### src/rtl/video_ctrl_pkg.sv
// Shared encodings for the video mode controller: modes, FSM states, button indices.
package video_ctrl_pkg;

    localparam logic [1:0] MODE_PASS   = 2'd0;
    localparam logic [1:0] MODE_GREY   = 2'd1;
    localparam logic [1:0] MODE_THRESH = 2'd2;

    typedef enum logic {
        ST_IDLE    = 1'b0,
        ST_PENDING = 1'b1
    } state_t;

    localparam int BTN_NEXT    = 0;
    localparam int BTN_UP      = 1;
    localparam int BTN_DOWN    = 2;
    localparam int BTN_DEFAULT = 3;

    // Mode cycle PASS -> GREY -> THRESH -> PASS; the unused code 3 falls back to PASS.
    function automatic logic [1:0] next_mode(input logic [1:0] mode);
        case (mode)
            MODE_PASS: next_mode = MODE_GREY;
            MODE_GREY: next_mode = MODE_THRESH;
            default:   next_mode = MODE_PASS;
        endcase
    endfunction

endpackage

### src/rtl/btn_debounce.sv
// Single-button synchroniser and debouncer; emits a one-cycle pulse on an accepted press.
module btn_debounce #(
    parameter int DEBOUNCE_CYCLES = 1000000
) (
    input  logic clk,
    input  logic n_rst,
    input  logic i_btn,
    output logic o_level,
    output logic o_press
);

    localparam int              CW       = $clog2(DEBOUNCE_CYCLES + 1);
    localparam logic [CW-1:0]   CNT_LAST = CW'(DEBOUNCE_CYCLES - 1);

    logic          r_sync1;
    logic          r_sync2;
    logic          r_level;
    logic          r_press;
    logic [CW-1:0] r_cnt;

    // Synchronise, then accept the new level once it has differed from the debounced level long enough.
    always_ff @(posedge clk or negedge n_rst) begin
        if (!n_rst) begin
            r_sync1 <= 1'b0;
            r_sync2 <= 1'b0;
            r_level <= 1'b0;
            r_press <= 1'b0;
            r_cnt   <= '0;
        end else begin
            r_sync1 <= i_btn;
            r_sync2 <= r_sync1;
            r_press <= 1'b0;
            if (r_sync2 == r_level) begin
                r_cnt <= '0;
            end else if (r_cnt == CNT_LAST) begin
                r_level <= r_sync2;
                r_press <= r_sync2;
                r_cnt   <= '0;
            end else begin
                r_cnt <= r_cnt + 1'b1;
            end
        end
    end

    assign o_level = r_level;
    assign o_press = r_press;

endmodule

### src/rtl/video_mode_ctrl.sv
// Button-driven mode/threshold configuration, committed to the datapath only at vsync rising edges.
module video_mode_ctrl
    import video_ctrl_pkg::*;
#(
    parameter int         DEBOUNCE_CYCLES = 1000000,
    parameter logic [7:0] THRESH_DEFAULT  = 8'd128,
    parameter logic [7:0] THRESH_STEP     = 8'd8
) (
    input  logic        clk,
    input  logic        n_rst,
    input  logic [3:0]  btn,
    input  logic        i_vid_vsync,
    output logic [1:0]  o_mode,
    output logic [7:0]  o_threshold,
    output logic        o_cfg_update,
    output logic        o_pending,
    output logic [15:0] o_frame_cnt
);

    logic [3:0] w_level;
    logic [3:0] w_press_raw;
    logic [3:0] w_press;
    logic       w_any_press;
    logic       w_vs_rise;
    logic [8:0] w_up_sum;
    logic [8:0] w_dn_diff;
    logic [1:0] w_shadow_mode_nx;
    logic [7:0] w_shadow_thresh_nx;

    logic [1:0] r_shadow_mode;
    logic [7:0] r_shadow_thresh;
    logic       r_vsync_q;
    state_t     r_state;

    for (genvar g = 0; g < 4; g++) begin : g_btn
        btn_debounce #(.DEBOUNCE_CYCLES(DEBOUNCE_CYCLES)) u_btn_debounce (
            .clk     (clk),
            .n_rst   (n_rst),
            .i_btn   (btn[g]),
            .o_level (w_level[g]),
            .o_press (w_press_raw[g])
        );
    end

    // A press pulse always coincides with the debounced level being high.
    assign w_press     = w_press_raw & w_level;
    assign w_any_press = |w_press;
    assign w_vs_rise   = i_vid_vsync & ~r_vsync_q;
    assign w_up_sum    = {1'b0, r_shadow_thresh} + {1'b0, THRESH_STEP};
    assign w_dn_diff   = {1'b0, r_shadow_thresh} - {1'b0, THRESH_STEP};

    // Next shadow value: restore-defaults overrides everything; up+down together cancel.
    always_comb begin
        w_shadow_mode_nx   = r_shadow_mode;
        w_shadow_thresh_nx = r_shadow_thresh;
        if (w_press[BTN_DEFAULT]) begin
            w_shadow_mode_nx   = MODE_PASS;
            w_shadow_thresh_nx = THRESH_DEFAULT;
        end else begin
            if (w_press[BTN_NEXT]) begin
                w_shadow_mode_nx = next_mode(r_shadow_mode);
            end
            if (w_press[BTN_UP] && !w_press[BTN_DOWN]) begin
                w_shadow_thresh_nx = w_up_sum[8] ? 8'hFF : w_up_sum[7:0];
            end else if (w_press[BTN_DOWN] && !w_press[BTN_UP]) begin
                w_shadow_thresh_nx = w_dn_diff[8] ? 8'h00 : w_dn_diff[7:0];
            end
        end
    end

    // Shadow registers follow every accepted press.
    always_ff @(posedge clk or negedge n_rst) begin
        if (!n_rst) begin
            r_shadow_mode   <= MODE_PASS;
            r_shadow_thresh <= THRESH_DEFAULT;
        end else if (w_any_press) begin
            r_shadow_mode   <= w_shadow_mode_nx;
            r_shadow_thresh <= w_shadow_thresh_nx;
        end
    end

    // Vsync edge detect and free-running frame counter.
    always_ff @(posedge clk or negedge n_rst) begin
        if (!n_rst) begin
            r_vsync_q   <= 1'b0;
            o_frame_cnt <= '0;
        end else begin
            r_vsync_q <= i_vid_vsync;
            if (w_vs_rise) begin
                o_frame_cnt <= o_frame_cnt + 16'd1;
            end
        end
    end

    // Commit FSM: holds a request until the next frame boundary, registered outputs.
    always_ff @(posedge clk or negedge n_rst) begin
        if (!n_rst) begin
            r_state      <= ST_IDLE;
            o_mode       <= MODE_PASS;
            o_threshold  <= THRESH_DEFAULT;
            o_cfg_update <= 1'b0;
            o_pending    <= 1'b0;
        end else begin
            o_cfg_update <= 1'b0;
            case (r_state)
                ST_IDLE: begin
                    if (w_any_press) begin
                        r_state   <= ST_PENDING;
                        o_pending <= 1'b1;
                    end
                end
                ST_PENDING: begin
                    if (w_vs_rise) begin
                        // Commit the shadow as it stood before any press in this same cycle.
                        o_mode       <= r_shadow_mode;
                        o_threshold  <= r_shadow_thresh;
                        o_cfg_update <= 1'b1;
                        r_state      <= w_any_press ? ST_PENDING : ST_IDLE;
                        o_pending    <= w_any_press;
                    end
                end
                default: begin
                    r_state   <= ST_IDLE;
                    o_pending <= 1'b0;
                end
            endcase
        end
    end

endmodule

### config.mk
export PLATFORM = sky130hd
export DESIGN_NAME = video_mode_ctrl
export DESIGN_NICKNAME = d
export VERILOG_FILES = /design/src/rtl/video_ctrl_pkg.sv /design/src/rtl/btn_debounce.sv /design/src/rtl/video_mode_ctrl.sv
export SDC_FILE = /design/constraint.sdc
export NUM_CORES = 1
export LEC_CHECK = 0
export ABC_AREA = 0
export ABC_CLOCK_PERIOD_IN_PS = 2150
export CORE_MARGIN = 2
export CORE_UTILIZATION = 45
export DETAILED_ROUTE_END_ITERATION = 16
export PLACE_DENSITY = 0.69
export SLEW_MARGIN = 20
export SYNTH_ARGS = -nofsm -noshare
export SYNTH_HDL_FRONTEND = slang
export SYNTH_SLANG_ARGS = --single-unit
### constraint.sdc
create_clock -name clk -period 2.15 [get_ports clk]
set_input_delay 0.645 -clock clk [delete_from_list [all_inputs] [get_ports clk]]
set_output_delay 0.645 -clock clk [all_outputs]
set_load 0.01 [all_outputs]
==> flow_summary_export.csv <==
group,metric,value,unit
min_path,hold_path_class,"input pin to async pin",
floorplan,pin_count,35,
sta,post-route-period-util,96.7,%
finish,instances_no_fill,843,
place,place_congestion,0.878,
route,vias,4396,
sta,maxSlewHeadroom,56.5,%
critical_path,critPathCaptureType,"primary output",
floorplan,die_x,121,µm
synth,synthFlopType,"dfrtp_1",
critical_path,crit_required,1.50,ns
sta,fmax,0.481,GHz
global_routing,grtUsageTotal,17.3,%
clock_tree,htreeDepth,4,
critical_path,worstPathArrival,1.43,ns
route,dr_wl_met3,429,µm
floorplan,core_area,0.0133,mm²
sta,slew_viol_final,0,
synth,synth.top_cell.area_share,53.1,%
critical_path,crit_family,"buffers and inverters",
outcome,outcome,"completed",
global_routing,grt_pass1_wl,20.2,mm
synth,synth-edff-count,0,
place,pre_cts_ws,-0.148,ns
synth,syn_avg_cell_area,10.3,µm²
synth,ys_warn_count,0,
route,drc,0,
route,dr.pass1.iters,4,
route,wire_per_inst,13.6,µm
job,maxCapViolCount,0,
global_routing,overflow,0,
global_routing,antenna_found_initial,0,
place,place_inst,812,
floorplan,die_area,0.0146,mm²
clock_tree,cts_hold_buf,0,
finish,multi_input_area,0.00272,mm²
critical_path,critical_path_buf_inv_count,1,
route,route.met2.wl,5.18,mm
finish,layout_commonest_cell,"dfrtp_1",
synth,postSynth.asyncResetShare,100,%
clock_tree,clk_latency,0.42,ns
synth,synth_largest_area_cell,"dfrtp_1",
power,ir_drop,0.000540,V
finish,insertedDiodeCount,0,
floorplan,die_y,121,µm
critical_path,critical_path_class,"register to primary output",
power,p_leak,3.22,nW
clock_tree,cts_tree,"yes",
floorplan,start_util,46.1,%
sta,finalCriticalPeriod,2.08,ns
synth,synthCells,597,
synth,synth_nets,611,
sta,worst_slack,0.0709,ns
finish,seq_area,0.00331,mm²
critical_path,worst_path_max_delay_cell,"clkdlybuf4s50_1",
finish,finalNetCount,669,
sta,setup_violations,0,
clock_tree,cts_buffers,17,
route,top_layer,"met4",
finish,layout_common_cells,"dfrtp_1, nor2_1, nand2_1",
sta,grt_setup_unrepaired,"no",
place,dpl.hpwl,8.00,mm
global_routing,grt_pass1_vias,4404,
floorplan,rows,42,
sta,fin_worst_skew,0.0112,ns
sta,fin_hold_ws,0.170,ns
route,ant_nets,0,
sta,tightest_slew,0.647,ns
critical_path,worst_path_largest_cell_delay,0.58,ns
route,via_per_inst,5.21,
finish,n_fill_cell,1131,
clock_tree,path_clk_slew,0.05,ns
sta,finalSetupTns,0,ns
global_routing,grt_max_degree,48,
synth,synth_area_leaders,"dfrtp_1, xor2_1, xnor2_1, nor2_1, nand2_1",
critical_path,startpoint_type,"register",
critical_path,critPathMaxFanout,5,
synth,yosysSeqAreaShare,54.0,%
clock_tree,cts.sinks,132,
route,met1_length,5.63,mm
clock_tree,cts_root_buf,"clkbuf_16",
route,wl,11.5,mm
clock_tree,post-cts-setup-buffer-count,0,
place,portBuffers,34,
power,p_per_area,798,mW/mm²
synth,ys_seq_elements,132,
finish,area_delta_synth_final,19.6,%
synth,ys_types,51,
sta,hold_viol_final,0,
finish,drive_gt1_share,10.5,%
clock_tree,clockBufferDepth,2,
synth,syn_area,0.00613,mm²
route,drt_iter0_drc,346,
critical_path,cp_cell_sequence,"clkdlybuf4s50_1",
-- cell type report --
| type | instances | area share, % |
|---|---|---|
| repair buffers | 50 | 6.62 |
| clock buffers | 21 | 6.28 |
| flip-flops and latches | 132 | 45.1 |
| multi-input cells | 445 | 37.0 |
| well taps | 176 | 3.00 |
| clock inverters | 10 | 1.47 |
| inverters | 9 | 0.461 |
-- worst paths after layout --
| check | from | endpoint | slack [ns] | depth (start not counted) |
|---|---|---|---|---|
| worst max-delay path | o_frame_cnt[2]$_DFFE_PN0P_ | o_frame_cnt[2] | 0.07 | 1 |
| worst min-delay path | n_rst | g_btn[1].u_btn_debounce.r_cnt[11]$_DFF_PN0_ | 0.17 | 1 |
| worst max register to register | g_btn[3].u_btn_debounce.r_cnt[15]$_DFF_PN0_ | g_btn[3].u_btn_debounce.o_level$_DFFE_PN0P_ | 0.27 | 4 |
| worst min register to register | g_btn[3].u_btn_debounce.r_sync1$_DFF_PN0_ | g_btn[3].u_btn_debounce.r_sync2$_DFF_PN0_ | 0.35 | 0 |
| max in group asynchronous | n_rst | r_shadow_thresh[7]$_DFFE_PN1P_ | 1.36 | 2 |
| min in group clk | g_btn[3].u_btn_debounce.r_sync1$_DFF_PN0_ | g_btn[3].u_btn_debounce.r_sync2$_DFF_PN0_ | 0.35 | 0 |
-- cell families after synthesis --
| logic type | share of synthesized area (%) |
|---|---|
| AOI/OAI and AO/OA | 3.23 |
| buffers and inverters | 1.74 |
| DFF | 54.0 |
| adders and majority gates | 1.43 |
| xor gates and xnor gates | 13.3 |
| and+or+nand+nor | 24.8 |
| muxes | 1.59 |
-- repair_timing --
item,CTS,global route
endpoints found under the setup margin,0,2
resized for setup,0,2
hold endpoints to repair,0,0
-- power breakdown --
part,leakage (nW),internal [mW],switching [mW]
clock network,0.274,1.75,1.02
registers,1.79,2.58,0.122
logic,1.16,0.202,0.183
total,3.22,4.52,1.33
-- synth_stat cells, drive strengths merged, types with 6 or more instances --
cell type,count
a21oi,9
and2,6
and3,15
and4,6
buf,8
dfrtp,130
ha,7
inv,9
mux2,8
nand2,61
nand3,43
nand4,21
nor2,102
nor3,13
nor4,12
o21ai,10
xnor2,44
xor2,49
-- per-layer routing --
metal	vias up	global-route usage, %
met5	-	0
met4	0	8.50
met3	22	4.01
met2	86	26.2
met1	2132	23.4
li1	2156	-
-- state kept, by name, summed over array words and instances, names as in the netlist --
signal	cells
g_btn.u_btn_debounce.o_press	4
o_pending	1
r_shadow_mode	2
g_btn.u_btn_debounce.o_level	4
o_mode	2
g_btn.u_btn_debounce.r_sync2	4
r_state	1
o_threshold	6
r_shadow_thresh	6
o_cfg_update	1
o_frame_cnt	16
g_btn.u_btn_debounce.r_sync1	4
g_btn.u_btn_debounce.r_cnt	80
r_vsync_q	1
-- metrics by stage --
stage | util [%] | power (mW) | area [µm²]
2_1_floorplan | - | 2.88 | 6130
3_3_place_gp | 50.8 | 3.11 | 6760
3_5_place_dp | 50.8 | 3.13 | 6760
4_1_cts | 55.1 | 5.92 | 7330
5_1_grt | 55.1 | 6.08 | 7330
6_report | 55.1 | 5.85 | 7330
Note: power is estimated with default switching activity, not from simulation.
